## src/rtl/shift_add_multiplier_pkg.sv

```systemverilog
// Shared definitions for the shift-add multiplier: operand width, FSM
// state encoding and the 4-bit carry-lookahead helper used by the adder.
package shift_add_multiplier_pkg;

   localparam int WIDTH = 8;
   localparam int CNT_W = 4;

   typedef enum logic [1:0] {
      IDLE = 2'b00,
      RUN  = 2'b01,
      DONE = 2'b10
   } state_e;

   // Carries {c4,c3,c2,c1} of a 4-bit group, each written directly from the
   // bit generates/propagates and the group carry-in (no internal ripple).
   function automatic logic [3:0] cla4(input logic [3:0] g,
                                       input logic [3:0] p,
                                       input logic       c0);
      logic [3:0] c;
      c[0] = g[0] | (p[0] & c0);
      c[1] = g[1] | (p[1] & g[0]) | (p[1] & p[0] & c0);
      c[2] = g[2] | (p[2] & g[1]) | (p[2] & p[1] & g[0])
           | (p[2] & p[1] & p[0] & c0);
      c[3] = g[3] | (p[3] & g[2]) | (p[3] & p[2] & g[1])
           | (p[3] & p[2] & p[1] & g[0]) | (p[3] & p[2] & p[1] & p[0] & c0);
      return c;
   endfunction

endpackage

```

## src/rtl/A2_Q1_carry_look_ahead_adder.sv

```systemverilog
// 8-bit carry-lookahead adder built from two 4-bit lookahead groups.
// The group carry of the low nibble feeds the high nibble.
module A2_Q1_carry_look_ahead_adder
   import shift_add_multiplier_pkg::*;
(
   output logic             C_out,
   output logic [WIDTH-1:0] S,
   input  logic [WIDTH-1:0] A,
   input  logic [WIDTH-1:0] B,
   input  logic             C_in
);

   logic [WIDTH-1:0] gen;
   logic [WIDTH-1:0] prop;
   logic [WIDTH:0]   carry;
   logic [3:0]       lo_c;
   logic [3:0]       hi_c;

   // Generate/propagate, lookahead carries per nibble, then the sum bits.
   always_comb begin
      // NOTE: every signal assigned in a combinational block gets a value on
      // every path; otherwise synthesis infers a latch to hold the old one.
      gen        = A & B;
      prop       = A ^ B;
      carry      = '0;
      carry[0]   = C_in;
      lo_c       = cla4(gen[3:0], prop[3:0], carry[0]);
      carry[4:1] = lo_c;
      hi_c       = cla4(gen[7:4], prop[7:4], carry[4]);
      carry[8:5] = hi_c;
      S          = prop ^ carry[WIDTH-1:0];
      C_out      = carry[WIDTH];
   end

endmodule

```

## src/rtl/shift_add_multiplier.sv

```systemverilog
// Sequential unsigned multiplier: one add-and-shift step per clock over
// WIDTH cycles, using a single carry-lookahead adder. The product is
// registered and published with a one-cycle done pulse.
module shift_add_multiplier #(
   parameter int WIDTH = shift_add_multiplier_pkg::WIDTH  // only 8 supported
) (
   input  logic               clk,
   input  logic               rst,
   input  logic               start,
   input  logic [WIDTH-1:0]   A,
   input  logic [WIDTH-1:0]   B,
   output logic               busy,
   output logic               done,
   output logic [2*WIDTH-1:0] P
);

   import shift_add_multiplier_pkg::*;

   state_e             state_q;
   logic [WIDTH-1:0]   m_q;      // captured multiplicand
   logic [WIDTH-1:0]   q_q;      // multiplier, shifting right; fills with low product bits
   logic [WIDTH-1:0]   h_q;      // upper half accumulator
   logic [CNT_W-1:0]   cnt_q;
   logic [2*WIDTH-1:0] p_q;
   logic               busy_q;
   logic               done_q;

   logic [WIDTH-1:0]   addend;
   logic [WIDTH-1:0]   sum;
   logic               carry_out;
   logic [WIDTH-1:0]   h_d;
   logic [WIDTH-1:0]   q_d;
   logic [CNT_W-1:0]   cnt_d;

   A2_Q1_carry_look_ahead_adder u_adder (
      .C_out (carry_out),
      .S     (sum),
      .A     (h_q),
      .B     (addend),
      .C_in  (1'b0)
   );

   // One iteration: add M when the multiplier LSB is set, then shift the
   // 17-bit {carry,sum,Q} right; the carry lands in H bit 7 so nothing is lost.
   always_comb begin
      addend = q_q[0] ? m_q : '0;
      h_d    = {carry_out, sum[WIDTH-1:1]};
      q_d    = {sum[0], q_q[WIDTH-1:1]};
      cnt_d  = cnt_q + CNT_W'(1);
   end

   // Control FSM and datapath registers; rst has priority over everything.
   always_ff @(posedge clk) begin
      // NOTE: state registers use non-blocking assignments so every register
      // samples the pre-edge values, independent of statement order.
      if (rst) begin
         state_q <= IDLE;
         m_q     <= '0;
         q_q     <= '0;
         h_q     <= '0;
         cnt_q   <= '0;
         p_q     <= '0;
         busy_q  <= 1'b0;
         done_q  <= 1'b0;
      end else begin
         done_q <= 1'b0;
         case (state_q)
            IDLE: begin
               if (start) begin
                  m_q     <= A;
                  q_q     <= B;
                  h_q     <= '0;
                  cnt_q   <= '0;
                  busy_q  <= 1'b1;
                  state_q <= RUN;
               end
            end
            RUN: begin
               h_q   <= h_d;
               q_q   <= q_d;
               cnt_q <= cnt_d;
               // The eighth step publishes its own shifted result directly.
               if (cnt_d == CNT_W'(WIDTH)) begin
                  p_q     <= {h_d, q_d};
                  busy_q  <= 1'b0;
                  done_q  <= 1'b1;
                  state_q <= DONE;
               end
            end
            DONE: begin
               state_q <= IDLE;
            end
            default: begin
               state_q <= IDLE;
               busy_q  <= 1'b0;
            end
         endcase
      end
   end

   assign busy = busy_q;
   assign done = done_q;
   assign P    = p_q;

endmodule

```

## config.mk

```make
export PLATFORM = sky130hd
export DESIGN_NAME = shift_add_multiplier
export DESIGN_NICKNAME = d
export VERILOG_FILES = /design/src/rtl/shift_add_multiplier_pkg.sv /design/src/rtl/A2_Q1_carry_look_ahead_adder.sv /design/src/rtl/shift_add_multiplier.sv
export SDC_FILE = /design/constraint.sdc
export NUM_CORES = 1
export LEC_CHECK = 0
export BUFFER_PORTS_ARGS = -buffer_cell sky130_fd_sc_hd__buf_2
export CAP_MARGIN = 20
export CORE_MARGIN = 2
export CORE_UTILIZATION = 40
export CTS_CLUSTER_SIZE = 24
export DETAILED_ROUTE_END_ITERATION = 6
export SLEW_MARGIN = 5
export SYNTH_ARGS = -nofsm -noshare
export SYNTH_HDL_FRONTEND = slang
export SYNTH_SLANG_ARGS = --single-unit
```

## constraint.sdc

```tcl
create_clock -name clk -period 3 [get_ports clk]
set_input_delay 0.15 -clock clk [delete_from_list [all_inputs] [get_ports clk]]
set_output_delay 0.15 -clock clk [all_outputs]
set_load 0.03 [all_outputs]
```

==> results.txt <==
In this run, CTS created clock tree buffers numbering 5. The worst hold path belongs to the class in2reg. Synthesized net count: 291.

Setup violations remaining at the end of the flow were counted as 0. At the end of the flow, the number of nets in the layout was 321. The detailed-route wire length per cell was 12.99 um; the largest net degree at the start of global routing was 55. The shortest period the worst path allows was 2300 ps. Setup repair after global routing left no endpoint under its margin. For the worst flop-to-flop path, the logic depth is 8. Derived from the worst setup path, the maximum achievable clock frequency is 0.4348 GHz. The run gives 0.005439 mm2 as the total core area. The run gives 3230 ps as the data required time of the critical path. The via count of the first global-routing pass is 1530, and the average footprint of a synthesized cell is 8.480 um2. After detailed routing, the number of vias per cell comes to 5.151. The transition at the pin with the smallest max-transition slack was 933.2 ps.

The number of instances on the worst hold path is 3, and the deepest clock path buffer count is 2. Clock tree synthesis selected as its root buffer the cell clkbuf_8. The power per cell area came out at 470.2 mW/mm2. After clock tree synthesis, the setup repair step added 0 buffers. Final hold violation count: 0.

The run gives 0 ps as the final total negative setup slack. The tools report the initial antenna violation count as 0. The setup path with the least slack is of type reg2reg. The H-tree was split into 2 levels. The count of final max-slew check failures is 0, and the die height is 78.39 um. For the initial standard-cell utilization of the core, the log shows 40.69%. The tools report the number of optimization iterations in the first detailed-route pass as 4. The first global-routing pass estimated 7652 um of wire. Final hold analysis gives a worst-case slack of 80.23 ps. The share of cells above drive strength 1 was 17.12%. Worst hold path endpoint: m_q[6]. The startpoint identified for the worst hold timing path is A[6]. The share of the Yosys chip area taken by registers is 43.41%.

The area of all sequential standard cells was 960.9 um2. In this run the critical register-to-register path is launched from q_q[0]. The peak fanout along the critical path was 9; the number of synthesized register bits was 48. The relative slew slack was 37.60%; the number of warnings issued by yosys was 0. The area of combinational cells with multiple inputs came out at 0.001175 mm2. At the end of routability-driven placement, the weighted congestion stood at 0.8268. The run gives 0.006144 mm2 as the area of the die. The worst setup path is launched from a register.

Dividing the final minimum period by the clock period gives 76.66%. For this run, the total global-route usage over all layers was measured as 15.67%. Summing over every cut layer, the via total after detailed routing is 1875. Summed over all layers, the routed wires come to 4729 um. In this run the remaining antenna-violating nets after routing total 0. The logs give 46.42% for the share of the core filled with cells and 2530 ps for the critical path data arrival time. Clock-pin slew was measured on the worst setup and hold paths at 90 ps. For this design, the sink count on the clock tree is 48. The logs give 700 ps for the flop-to-flop setup slack and 0 for the number of violations of the max-capacitance limit. The post-DP HPWL was 3239 um. STA classifies the critical path endpoint as a register. The logs give 567 for the filler cell count and 37 for the top-level I/O count. Synthesis produced 261 cells. The maximum vdd drop is 0.2140 mV.

The clock latency on the worst-skew pair was 300 ps; the port buffer count was 36. Most common cell after layout, fill and taps aside: nand2_1. The library cells used most frequently in the layout, excluding fill and tap cells, are 57 x nand2_1, 48 x dfxtp_1, 36 x buf_2, 31 x a21oi_1, 28 x nor2_1. The floorplan has 27 rows. In this run the critical register-to-register path is captured at h_q[3]. The summed instance area of the synthesized netlist is 0.002213 mm2. The chip width was 78.39 um; the total DRC errors in the routed layout was 0.

The count of hold-fix buffers inserted at cts is 0. The area growth from synthesis to layout is 14.08%. The number of antenna repair diodes came out at 0. For the final database, setup skew stands at 4.799 ps.

TritonCTS built the clock tree. The logs give 0 for the overflow left after global routing and 40 for the distinct cell type count of the synthesized netlist. The flow ran to the end, and the final reports show no timing, DRC or antenna violations. The leakage power figure was 0.001052 uW; the number of cells upsized or downsized after cts was 0.

The starting DRC count in detailed routing is 111.
[where the power goes]
part | internal [uW] | total (uW) | switching, uW
clock | 184 | 400 | 216
sequential | 659 | 676 | 17.6
combinational | 40.1 | 110 | 70.3
total | 883 | 1190 | 304
[layer usage]
layer  track usage [%]  vias to the layer above  part of all wire (%)
li1                  -                      982                     -
met1             22.94                      859                    51
met2             23.10                       32                    45
met3             3.678                        2                   3.7
met4             4.211                        0                  0.51
met5                 0                        -                     0
[logic make-up after synthesis]
group / synth area share [%]
flops: 43.41
fa+ha+maj: 6.897
buf+inv: 3.505
compound gates: 21.76
xor+xnor: 1.187
simple gates: 23.23
[flip-flops by register name, indices dropped and copies added, names as in the netlist]
signal	cells
P	16
h_q	8
m_q	8
q_q	8
cnt_q	4
state_q	2
busy	1
done	1
[cells in the mapped netlist]
cell type	instances	area, um2
o2111a_1	1	11.26
a41oi_1	1	8.760
clkbuf_1	8	30.03
ha_1	9	112.6
nand3b_1	4	30.03
buf_4	2	15.01
inv_1	3	11.26
nand3_1	3	15.01
nand2b_1	2	12.51
a211o_1	2	17.52
buf_1	3	11.26
o21a_1	2	15.01
nand4b_1	3	26.28
xnor2_1	3	26.28
a211oi_1	5	37.54
nor3b_2	1	12.51
and3b_2	1	10.01
o21ai_0	2	10.01
a21o_1	2	15.01
nor2_1	28	105.1
o2111ai_4	1	26.28
a21oi_1	31	155.2
or4_1	2	15.01
a31oi_1	2	12.51
o211ai_1	2	15.01
dfxtp_1	48	960.9
o311ai_1	2	17.52
buf_2	2	10.01
nor4bb_1	1	10.01
a32oi_1	1	8.760
and2_1	9	56.30
nand2_1	57	214.0
o31ai_1	3	22.52
a22oi_1	1	7.510
a2bb2oi_1	1	8.760
and2b_1	1	7.510
fa_1	2	40.04
a2111o_1	1	11.26
a311oi_1	8	70.07
a21boi_2	1	11.26
[layout make-up]
type / count / share of cell area (%)
Timing Repair Buffer: 38 / 7.730
Multi-Input combinational cell: 195 / 46.53
Clock buffer: 6 / 3.271
Tap cell: 72 / 3.568
Inverter: 3 / 0.4460
Clock inverter: 2 / 0.3964
Sequential cell: 48 / 38.06
[worst max path at each step]
stage | startpoint | to | slack [ps] | cells past startpoint
floorplan | q_q[0] | h_q[3] | 960 | 8
global placement | q_q[0] | h_q[3] | 770 | 8
detailed placement | q_q[0] | h_q[3] | 700 | 8
CTS | q_q[0] | h_q[3] | 690 | 8
global route | q_q[0] | h_q[3] | 540 | 8
finish | q_q[0] | h_q[3] | 700 | 8
[critical path, stage by stage, from the launching register on]
cell	delay (ps)
dfxtp_1	450
and2_1	210
ha_1	250
a211o_1	290
a21oi_1	270
fa_1	490
nor2_1	110
a31oi_1	50
nor2_1	110
[per-stage QoR]
step / area [um2] / cells / total power (uW) / worst slack (ps)
2_1_floorplan: 2213 / 261 / 767.3 / 961.2
3_3_place_gp: 2432 / 356 / 800.9 / 772.7
3_5_place_dp: 2432 / 356 / 802.4 / 704.4
4_1_cts: 2525 / 364 / 1207 / 691.0
5_1_grt: 2525 / 364 / 1247 / 544.3
6_report: 2525 / 364 / 1187 / 700.3
Power figures use the tool's default switching activity.
